<file path="src/rtl/uart_rx_frame.sv">
// Purpose: deserialise start/data/control/stop frames from an oversampled serial line.
// Latency: rx_valid one clock after the stop-bit mid-sample tick; rx adds 2 sync clocks.
// Backpressure: none; each frame is a one-cycle pulse and the outputs hold until the next frame.
module uart_rx_frame #(
  parameter int OVERSAMPLE = 16,
  parameter int DATA_BITS  = 8
) (
  input  logic                 clock,
  input  logic                 reset_n,
  input  logic                 rx,
  input  logic                 rx_tick,
  output logic [DATA_BITS-1:0] data_out,
  output logic                 rx_valid,
  output logic                 frame_error,
  output logic                 check_error,
  output logic                 rx_busy
);

  localparam int TW = $clog2(OVERSAMPLE);
  localparam int BW = $clog2(DATA_BITS + 1);

  localparam logic [TW-1:0] HALF_TICK = TW'(OVERSAMPLE / 2 - 1);
  localparam logic [TW-1:0] LAST_TICK = TW'(OVERSAMPLE - 1);
  localparam logic [BW-1:0] LAST_BIT  = BW'(DATA_BITS);

  typedef enum logic [1:0] {
    IDLE,
    START,
    DATA,
    STOP
  } state_t;

  // Two-flop synchroniser; resets to the idle-high line level.
  logic rx_meta;
  logic rxs;

  state_t              state;
  state_t              state_nxt;
  logic [TW-1:0]       tick_cnt;
  logic [TW-1:0]       tick_cnt_nxt;
  logic [BW-1:0]       bit_cnt;
  logic [BW-1:0]       bit_cnt_nxt;
  // Data bits land in [DATA_BITS-1:0], the control bit in [DATA_BITS].
  logic [DATA_BITS:0]  shift;
  logic [DATA_BITS:0]  shift_nxt;
  // Set only once the line has been seen high; blocks starts on a held-low line.
  logic                armed;
  logic                armed_nxt;
  // High on the stop-bit mid-sample tick.
  logic                frame_done;

  // Bring the asynchronous line into the clock domain.
  always_ff @(posedge clock) begin
    if (!reset_n) begin
      rx_meta <= 1'b1;
      rxs     <= 1'b1;
    end else begin
      rx_meta <= rx;
      rxs     <= rx_meta;
    end
  end

  // State, counters, shift register and arming flag.
  always_ff @(posedge clock) begin
    if (!reset_n) begin
      state    <= IDLE;
      tick_cnt <= '0;
      bit_cnt  <= '0;
      shift    <= '0;
      armed    <= 1'b0;
    end else begin
      state    <= state_nxt;
      tick_cnt <= tick_cnt_nxt;
      bit_cnt  <= bit_cnt_nxt;
      shift    <= shift_nxt;
      armed    <= armed_nxt;
    end
  end

  // Next-state logic; nothing moves except on oversampling ticks.
  always_comb begin
    state_nxt    = state;
    tick_cnt_nxt = tick_cnt;
    bit_cnt_nxt  = bit_cnt;
    shift_nxt    = shift;
    armed_nxt    = armed;
    frame_done   = 1'b0;
    if (rx_tick) begin
      case (state)
        IDLE: begin
          if (rxs) begin
            armed_nxt = 1'b1;
          end else if (armed) begin
            state_nxt    = START;
            tick_cnt_nxt = '0;
          end
        end
        START: begin
          if (tick_cnt == HALF_TICK) begin
            if (rxs) begin
              // Line went back high before mid-start: treat as a glitch.
              state_nxt = IDLE;
            end else begin
              state_nxt    = DATA;
              tick_cnt_nxt = '0;
              bit_cnt_nxt  = '0;
            end
          end else begin
            tick_cnt_nxt = tick_cnt + TW'(1);
          end
        end
        DATA: begin
          if (tick_cnt == LAST_TICK) begin
            shift_nxt    = {rxs, shift[DATA_BITS:1]};
            tick_cnt_nxt = '0;
            bit_cnt_nxt  = bit_cnt + BW'(1);
            if (bit_cnt == LAST_BIT) begin
              state_nxt = STOP;
            end
          end else begin
            tick_cnt_nxt = tick_cnt + TW'(1);
          end
        end
        STOP: begin
          if (tick_cnt == LAST_TICK) begin
            state_nxt  = IDLE;
            // A low stop bit leaves the receiver disarmed until the line recovers.
            armed_nxt  = rxs;
            frame_done = 1'b1;
          end else begin
            tick_cnt_nxt = tick_cnt + TW'(1);
          end
        end
        default: begin
          state_nxt = IDLE;
        end
      endcase
    end
  end

  // Publish the completed frame; flags are captured together with the byte.
  always_ff @(posedge clock) begin
    if (!reset_n) begin
      data_out    <= '0;
      rx_valid    <= 1'b0;
      frame_error <= 1'b0;
      check_error <= 1'b0;
    end else begin
      rx_valid <= frame_done;
      if (frame_done) begin
        data_out    <= shift[DATA_BITS-1:0];
        frame_error <= ~rxs;
        check_error <= shift[DATA_BITS] ^ (&shift[DATA_BITS-1:0]);
      end
    end
  end

  assign rx_busy = (state != IDLE);

endmodule

</file>
<file path="config.mk">
export PLATFORM = sky130hd
export DESIGN_NAME = uart_rx_frame
export DESIGN_NICKNAME = d
export VERILOG_FILES = /design/src/rtl/uart_rx_frame.sv
export SDC_FILE = /design/constraint.sdc
export NUM_CORES = 1
export LEC_CHECK = 0
export ABC_AREA = 1
export BUFFER_PORTS_ARGS = -buffer_cell sky130_fd_sc_hd__clkbuf_2
export CAP_MARGIN = 25
export CELL_PAD_IN_SITES_DETAIL_PLACEMENT = 1
export CELL_PAD_IN_SITES_GLOBAL_PLACEMENT = 1
export CORE_ASPECT_RATIO = 0.7
export CORE_MARGIN = 3
export CORE_UTILIZATION = 40
export DETAILED_ROUTE_END_ITERATION = 6
export GPL_TIMING_DRIVEN = 0
export PLACE_DENSITY = 0.77
export REMOVE_ABC_BUFFERS = 1
export SLEW_MARGIN = 15
export SYNTH_ARGS = -nofsm -noshare
export SYNTH_HDL_FRONTEND = slang
export SYNTH_SLANG_ARGS = --single-unit
</file>
<file path="constraint.sdc">
create_clock -name clock -period 1.86 [get_ports clock]
set_clock_uncertainty 0.1 [all_clocks]
set_input_delay 0 -clock clock [delete_from_list [all_inputs] [get_ports clock]]
set_output_delay 0 -clock clock [all_outputs]
set_load 0.05 [all_outputs]
</file>
==> results by group, run 1 <==
Outcome
  – Status: complete, no violations

Timing
  – Final WS setup: 0.191 ns
  – Max Fclk: 599 MHz
  – Worst-Margin Slew: 0.434 ns
  – Fin crit share: 89.7%
  – Slew Limit Fails: 0
  – Slew headroom: 71.0%
  – Minimum clock period: 1.67 ns
  – RSZ-0062 raised after global routing: no
  – Final Hold Viols: 0
  – Setup-failing EPs final: 0
  – Setup TNS: 0 ns

Drt
  – ANT nets after route: 0
  – Drt initial violations: 39
  – Routed vias/inst: 4.95
  – DRT Pass-1 Iters: 4
  – WL/cell: 13.3 um
  – DR vias: 1302
  – Drc violations: 0
  – Final wirelength: 3490 um

Synth
  – Gate Count Post-Synth: 198
  – Netlist area before placement: 1480 sq um
  – Yosys warns: 0
  – Yosys reg bits: 33
  – Syn Area/Cell: 7.49 sq um
  – Number of distinct library cells after synthesis: 27
  – Seq/Total Area, Yosys: 44.5%

Floorplan
  – Boundary pin count: 16
  – Starting Density: 44.4%
  – Die Height: 57.0 um
  – Chip width: 78.8 um
  – Die area: 4490 sq um
  – Core area: 3340 sq um
  – # rows: 17

Clock network
  – Clock latency at the later pin of the worst-skew pair: 0.28 ns
  – TritonCTS Buffers: 5
  – Clock sinks: 33
  – Longest Clk Path Bufs: 2
  – CTS H-tree lvls: 2
  – Reg clk slew, reported paths: 0.07 ns
  – Post-CTS setup buffer count: 0
  – CTS tree: done
  – Root Driver: clkbuf_8

Layout
  – Final cell count without fillers: 263
  – Inserted Diodes: 0
  – Design area: 1700 sq um
  – Layout net count: 222
  – Final Util: 51.0%
  – Area grow syn2layout: 14.8%
  – Layout cells sized above 1: 19.0%

Setup path
  – Startpoint Class: register
  – CP delay by family, top: simple AND/OR/NAND/NOR gates
  – CP Buf/Inv Count: 2
  – Worst EP required: 1.97 ns
  – Worst path max stage delay: 0.36 ns
  – Crit end category: register
  – Slowest library cell on the worst path: dfxtp_1
  – CP dominant cell by count: nand3_2
  – Worst-path fanout max: 11
  – Critical path class: register to register
  – Signal arrival time at the worst endpoint: 1.77 ns
  – CP cell instances: ha_1 -> nand3_2 -> inv_2 -> nand3_2 -> clkinv_2 -> nand2_1 -> a21oi_1

GRT
  – Via count of the first global-routing pass: 1360
  – All-layer global routing usage: 17.5%
  – Initial antenna violation count: 0
  – Largest net degree at the start of global routing: 23
  – Overflow after GRT: 0
  – First-pass GRT wire length: 6020 um

Flow run
  – Max_cap viols: 0

Pwr
  – P per Cell Area: 858 nW/um^2
  – Worst IR Drop VDD: 498 uV
  – Pleak: 0.707 nW

Placement
  – Placed Instance Area: 1570 sq um
  – Hpwl dp: 2510 um
  – # port buffers: 15
  – Cell total after placement: 254
  – Place WS: -0.0675 ns
  – Routability cong.: 0.836

Min path
  – Worst hold path class: input port to register
layout by cell type (no fill, tap or decap), types with 2 or more instances in the layout:
| master | instances |
|---|---|
| dfxtp_1 | 33 |
| nand2_1 | 32 |
| nor2_1 | 27 |
| a21oi_1 | 23 |
| o21ai_0 | 21 |
| inv_1 | 17 |
| clkbuf_2 | 15 |
| nand3_1 | 9 |
| clkbuf_8 | 6 |
| inv_2 | 4 |
| nand2_2 | 3 |
| nor2_2 | 3 |
| nor3_1 | 3 |
| ha_1 | 3 |
| nand3_2 | 2 |
| nand4_1 | 2 |
| or2_2 | 2 |
| xor2_1 | 2 |
registers in the layout, summed over array words and instances, names as in the netlist, 4 cells and up, named ones only:
register  cells
bit_cnt       4
shift         9
data_out      8
tick_cnt      4
stage by stage:
step / hold slack [ns] / total power, W
after global routing: 0.0425 / 0.00153
after detailed placement: 0.103 / 0.000782
after floorplan: 0.00658 / 0.000760
after global placement: 0.0894 / 0.000779
after CTS: 0.0130 / 0.00149
final: 0.0410 / 0.00146
worst register-to-register path: cells and delay by family (launching register included):
kind | cells | cell delay, ns
AND/OR/NAND/NOR | 3 | 0.42
flip-flops | 1 | 0.36
buffers and inverters | 2 | 0.32
adder cells (fa/ha/maj) | 1 | 0.25
AO/OA/AOI/OAI | 1 | 0.16
worst paths after layout:
check	from	end	slack (ns)	depth (start not counted)
max	tick_cnt[0]	bit_cnt[1]	0.19	7
min	rx_tick	register	0.04	3
max reg2reg	tick_cnt[0]	bit_cnt[1]	0.19	7
min reg2reg	rx_meta	rxs	0.32	1
timing repair:
| item | in CTS | in global routing |
|---|---|---|
| setup endpoints to repair | 5 | 11 |
| endpoints found under the hold margin | 1 | 0 |
| gates resized for setup | 1 | 1 |
| hold buffers | 1 | 0 |
Yosys cell counts (all sizes together):
library cell	number	area (sq um)
nand2	35	139
dfxtp	33	661
nor2	31	131
a21oi	23	115
inv	21	78.8
o21ai	21	105
nand3	12	77.6
buf	4	40.0
ha	3	37.5
nor3	3	15.0
clkbuf	2	7.51
clkinv	2	12.5
nand4	2	12.5
or2	2	12.5
xor2	2	17.5
a211oi	1	12.5
xnor2	1	8.76
cell families after synthesis:
group,count (synthesis),synth area share (%)
XOR/XNOR,3,1.77
AND/OR/NAND/NOR,85,26.1
AO/OA/AOI/OAI,45,15.7
adder cells (fa/ha/maj),3,2.53
buffers and inverters,29,9.36
flip-flops,33,44.5
power breakdown:
part            total, W  internal (W)  switching, W  leakage, nW
clock network   0.000693      0.000437      0.000257       0.0585
registers       0.000717      0.000711    0.00000531        0.267
logic          0.0000513     0.0000151     0.0000362        0.382
routing by layer:
metal	up-vias	track usage, %	routed length [um]
li1	670	-	-
met1	607	21.7	1700
met2	18	27.6	1590
met3	7	6.15	142
met4	0	7.98	55
met5	-	0	0
area by class of cell:
class / count / area (sq um)
inverters: 23 / 92.6
flip-flops and latches: 33 / 661
multi-input cells: 136 / 689
fillers: 443 / 1640
clock buffers: 7 / 86.3
clock inverters: 1 / 30.0
repair buffers: 16 / 85.1
well taps: 47 / 58.8
Power figures use the tool's default switching activity.
==> run 2: changes to the inputs <==
==> constraint.sdc (replaced) <==
create_clock -name clock -period 1.6 [get_ports clock]
set_clock_uncertainty 0.1 [all_clocks]
set_input_delay 0 -clock clock [delete_from_list [all_inputs] [get_ports clock]]
set_output_delay 0 -clock clock [all_outputs]
set_load 0.05 [all_outputs]
==> run 2 against run 1 <==
Effect of this change:
- highest routed layer unchanged
- sequential cell count unchanged
- register-to-register slack worse by 0.07 ns
- utilization up 1.5 points
- final area up 3.0%
- clock power up 17%
- first-iteration DRC count up 7.7%
- via count about the same
- clock-buffer cell count unchanged
- sequential share of layout area down 0.85 points
==> results by group, run 2 (synthesis results as in run 1) <==
Setup path
  – Critical path class: register to register
  – CP cell instances: ha_4 -> nand3_2 -> inv_4 -> nand3_4 -> a21oi_1 -> o21ai_0 -> nand2_1 -> inv_1
  – Worst path max stage delay: 0.37 ns
  – Signal arrival time at the worst endpoint: 1.57 ns
  – Crit end category: register
  – RR Startpoint: tick_cnt[0]
  – Worst R2R Path Depth: 8
  – Reg2Reg Setup Slack: 0.12 ns
  – Startpoint Class: register
  – R2r endpoint: check_error
  – Worst-path fanout max: 8
  – Slowest library cell on the worst path: dfxtp_2
  – Worst EP required: 1.69 ns

Drt
  – WL/cell: 13.3 um
  – Drt initial violations: 42
  – ANT nets after route: 0
  – Routed vias/inst: 4.93
  – DR vias: 1301
  – Final wirelength: 3510 um
  – Drc violations: 0
  – DRT Pass-1 Iters: 4

Layout
  – Inserted Diodes: 0
  – Number of flip-flops under the largest register name: 9
  – Most flop-heavy register: shift
  – Area grow syn2layout: 18.2%
  – Multi-input gate area: 719 sq um
  – Final cell count without fillers: 264
  – Commonest non-fill, non-tap cell in the layout: nand2_1
  – Largest regs: shift: 9 flops, data_out: 8 flops
  – Reg area: 666 sq um
  – Fillers: 433
  – Layout cells sized above 1: 22.6%
  – Most frequent cells in the layout: 31 x nand2_1, 29 x dfxtp_1, 26 x nor2_1
  – Layout net count: 223

GRT
  – Largest net degree at the start of global routing: 23
  – Overflow after GRT: 0
  – All-layer global routing usage: 17.6%
  – Via count of the first global-routing pass: 1365
  – Initial antenna violation count: 0
  – First-pass GRT wire length: 6060 um

Placement
  – Cell total after placement: 254
  – Place WS: -0.327 ns
  – Routability cong.: 0.836
  – # port buffers: 15
  – Hpwl dp: 2510 um

Timing
  – Fin crit share: 92.6%
  – Slew Limit Fails: 0
  – Minimum clock period: 1.48 ns
  – Max Fclk: 675 MHz
  – Setup-failing EPs final: 0
  – Slew headroom: 72.6%
  – Final Hold Viols: 0
  – Final WS setup: 0.118 ns
  – Worst-Margin Slew: 0.411 ns
  – Worst hold slack: 0.0570 ns

Floorplan
  – # rows: 17
  – Die Height: 57.0 um
  – Starting Density: 44.4%
  – Chip width: 78.8 um
  – Die area: 4490 sq um
  – Core area: 3340 sq um
  – Boundary pin count: 16

Clock network
  – Clock sinks: 33
  – TritonCTS Buffers: 5
  – CTS tree: done
  – Clock latency at the later pin of the worst-skew pair: 0.28 ns
  – Reg clk slew, reported paths: 0.07 ns
  – CTS H-tree lvls: 2
  – Longest Clk Path Bufs: 2
  – Root Driver: clkbuf_8

Pwr
  – Pleak: 0.713 nW
  – Overall power: 0.00171 W
  – Worst IR Drop VDD: 579 uV
  – P per Cell Area: 972 nW/um^2

Min path
  – HP Start: rx_tick
  – WHS Endpoint: bit_cnt[2]
  – Worst hold path class: input port to register
  – Worst Hold Depth: 3

Outcome
  – Status: complete, no violations

Flow run
  – Max_cap viols: 0
run 2: power by group:
part | internal [W] | leakage (nW) | total, W | switching, W
combinational | 0.0000177 | 0.386 | 0.0000608 | 0.0000431
sequential | 0.000827 | 0.269 | 0.000833 | 0.00000598
clock | 0.000508 | 0.0585 | 0.000812 | 0.000304
total | 0.00135 | 0.713 | 0.00171 | 0.000354
run 2: cell type report:
cell class | count | area share [%]
clock buffers | 7 | 4.92
clock inverters | 1 | 1.71
inverters | 23 | 5.78
multi-input cells | 136 | 41.0
flip-flops and latches | 33 | 37.9
well taps | 47 | 3.35
repair buffers | 17 | 5.28
run 2: how the worst max path moves through the flow:
stage / start / endpoint / slack, ns / cells after the start
after global placement: tick_cnt[0] / shift[8] / -0.29 / 7
after floorplan: tick_cnt[0] / bit_cnt[0] / 0.02 / 7
after CTS: tick_cnt[0] / tick_cnt[3] / 0.01 / 10
after global routing: tick_cnt[0] / register / -0.01 / 8
final: tick_cnt[0] / check_error / 0.12 / 8
after detailed placement: tick_cnt[0] / shift[8] / -0.33 / 7
run 2: metrics by stage:
stage	utilization [%]	cell area (sq um)	setup TNS, ns
after floorplan	-	1440	0
after global placement	47.0	1570	-2.05
after detailed placement	47.0	1570	-2.45
after CTS	51.5	1720	0
after global routing	52.5	1750	-0.0117
final	52.5	1750	0
run 2: routing by layer:
metal / wire length [um] / global-route usage, %
met5: 0 / 0
met4: 55 / 8.23
met1: 1670 / 21.8
met2: 1640 / 27.6
met3: 148 / 6.31
run 2: timing repair:
action                                  in CTS  in global routing
gates cloned                                 0                  0
endpoints found under the setup margin      12                 28
pin swaps                                    0                  1
hold endpoints to repair                     1                  0
gates resized for setup                      5                 10
setup buffers                                0                  1
hold buffers                                 1                  0
run 2: worst max-delay path, delay by kind of cell (launching register included):
family / cells / cell delay (ns)
flops: 1 / 0.37
simple gates: 3 / 0.33
buf+inv: 2 / 0.14
compound gates: 2 / 0.28
fa+ha+maj: 1 / 0.16
==> run 3: changes to the inputs <==
--- a/config.mk
+++ b/config.mk
@@ -7,12 +7,12 @@
 export LEC_CHECK = 0
 export ABC_AREA = 1
 export BUFFER_PORTS_ARGS = -buffer_cell sky130_fd_sc_hd__clkbuf_2
-export CAP_MARGIN = 25
 export CELL_PAD_IN_SITES_DETAIL_PLACEMENT = 1
 export CELL_PAD_IN_SITES_GLOBAL_PLACEMENT = 1
 export CORE_ASPECT_RATIO = 0.7
 export CORE_MARGIN = 3
 export CORE_UTILIZATION = 40
+export CTS_BUF_LIST = sky130_fd_sc_hd__clkbuf_4 sky130_fd_sc_hd__clkbuf_8
 export DETAILED_ROUTE_END_ITERATION = 6
 export GPL_TIMING_DRIVEN = 0
 export PLACE_DENSITY = 0.77
==> run 3 against run 2 <==
Effect of this change:
- wire length grew 0.48%
- utilization grew 0.11 points
- clock-buffer cell count stayed put
- global-route usage grew 0.24 points
- register-to-register slack hardly changed
- power is 0.82% higher
- final cell count unchanged
- critical path type unchanged
- highest routed layer unchanged
==> results by group, run 3 (synthesis results as in run 1) <==
Pwr
  – Worst IR Drop VDD: 638 uV
  – P per Cell Area: 978 nW/um^2
  – Overall power: 0.00172 W
  – Pleak: 0.717 nW

Setup path
  – CP delay by family, top: flip-flops
  – CP cell instances: ha_4 -> nand3_2 -> inv_4 -> nand3_4 -> a21oi_1 -> o21ai_0 -> nand2_1 -> inv_1
  – Worst path max stage delay: 0.37 ns
  – Worst EP required: 1.69 ns
  – Crit end category: register
  – Worst-path fanout max: 8
  – CP Buf/Inv Count: 2
  – Critical path class: register to register
  – Startpoint Class: register
  – Slowest library cell on the worst path: dfxtp_2
  – Signal arrival time at the worst endpoint: 1.57 ns

Floorplan
  – Chip width: 78.8 um
  – Die Height: 57.0 um
  – # rows: 17
  – Core area: 3340 sq um
  – Starting Density: 44.4%
  – Die area: 4490 sq um
  – Boundary pin count: 16

Clock network
  – TritonCTS Buffers: 5
  – CTS H-tree lvls: 2
  – CTS tree: done
  – Reg clk slew, reported paths: 0.07 ns
  – Longest Clk Path Bufs: 2
  – Clock sinks: 33
  – Root Driver: clkbuf_8
  – Clock latency at the later pin of the worst-skew pair: 0.28 ns

GRT
  – First-pass GRT wire length: 6140 um
  – Largest net degree at the start of global routing: 23
  – All-layer global routing usage: 17.8%
  – Overflow after GRT: 0
  – Via count of the first global-routing pass: 1374
  – Initial antenna violation count: 0

Placement
  – Hpwl dp: 2510 um
  – Routability cong.: 0.836
  – # port buffers: 15
  – Placed Instance Area: 1570 sq um

Layout
  – Fillers: 433
  – Number of flip-flops under the largest register name: 9
  – Area grow syn2layout: 18.5%
  – Largest regs: shift: 9 flops, data_out: 8 flops
  – Inserted Diodes: 0
  – Most frequent cells in the layout: 31 x nand2_1, 29 x dfxtp_1, 26 x nor2_1
  – Most flop-heavy register: shift
  – Layout cells sized above 1: 23.0%
  – Layout net count: 223
  – Commonest non-fill, non-tap cell in the layout: nand2_1
  – Design area: 1760 sq um

Drt
  – Final wirelength: 3530 um
  – ANT nets after route: 0
  – Routed vias/inst: 4.95
  – Drt initial violations: 42
  – WL/cell: 13.4 um
  – DRT Pass-1 Iters: 4
  – Drc violations: 0
  – DR vias: 1306

Timing
  – Setup TNS: 0 ns
  – Slew headroom: 72.8%
  – Max Fclk: 676 MHz
  – Minimum clock period: 1.48 ns
  – Fin crit share: 92.5%
  – Worst-Margin Slew: 0.408 ns
  – Slew Limit Fails: 0
  – Final Hold Viols: 0
  – Setup-failing EPs final: 0

Min path
  – Worst hold path class: input port to register

Outcome
  – Status: complete, no violations

Flow run
  – Max_cap viols: 0
[run 3: stage by stage]
stage                     hold slack (ns)  setup WS, ns  utilization, %  instances
after floorplan                   0.00658        0.0165               -        192
after global placement             0.0894        -0.286            47.0        254
after detailed placement            0.103        -0.327            47.0        254
after CTS                          0.0374        0.0109            51.6        263
after global routing               0.0620       -0.0117            52.6        264
final                              0.0575         0.120            52.6        264
[run 3: worst min-delay path: cells and delay by family]
family | cells | cell delay [ns]
compound gates | 1 | 0.05
buf+inv | 1 | 0.20
simple gates | 1 | 0.14
[run 3: metal layers]
layer | up-vias | track usage (%) | wire length, um
met5 | - | 0 | 0
met4 | 0 | 8.23 | 55
met3 | 7 | 6.31 | 154
met2 | 20 | 27.9 | 1660
met1 | 604 | 22.2 | 1660
li1 | 675 | - | -
[run 3: layout make-up]
| cell class | count | area, sq um | area share, % |
|---|---|---|---|
| timing repair buffer | 17 | 92.6 | 5.27 |
| tap | 47 | 58.8 | 3.35 |
| inverter | 23 | 101 | 5.77 |
| sequential | 33 | 666 | 37.9 |
| multi-input combinational | 136 | 719 | 40.9 |
| clock buffer | 7 | 90.1 | 5.12 |
| clock inverter | 1 | 30.0 | 1.71 |
[run 3: power breakdown]
part | leakage (nW) | total, W | internal, W | switching, W
registers | 0.269 | 0.000833 | 0.000827 | 0.00000599
clock network | 0.0619 | 0.000826 | 0.000525 | 0.000302
logic | 0.386 | 0.0000608 | 0.0000177 | 0.0000431
total | 0.717 | 0.00172 | 0.00137 | 0.000351
[run 3: path summary, 6_finish.rpt]
| kind | to | depth (start not counted) | slack [ns] | start |
|---|---|---|---|---|
| max | check_error | 8 | 0.12 | tick_cnt[0] |
| min | bit_cnt[2] | 3 | 0.06 | rx_tick |
| max reg2reg | check_error | 8 | 0.12 | tick_cnt[0] |
| min reg2reg | rxs | 1 | 0.32 | rx_meta |
[run 3: what timing repair did]
| action | CTS | global route |
|---|---|---|
| gates resized for setup | 5 | 10 |
| hold endpoints to repair | 1 | 0 |
| pin swaps | 0 | 1 |
| hold buffers | 1 | 0 |
| endpoints found under the setup margin | 12 | 28 |
| buffers inserted | 0 | 1 |
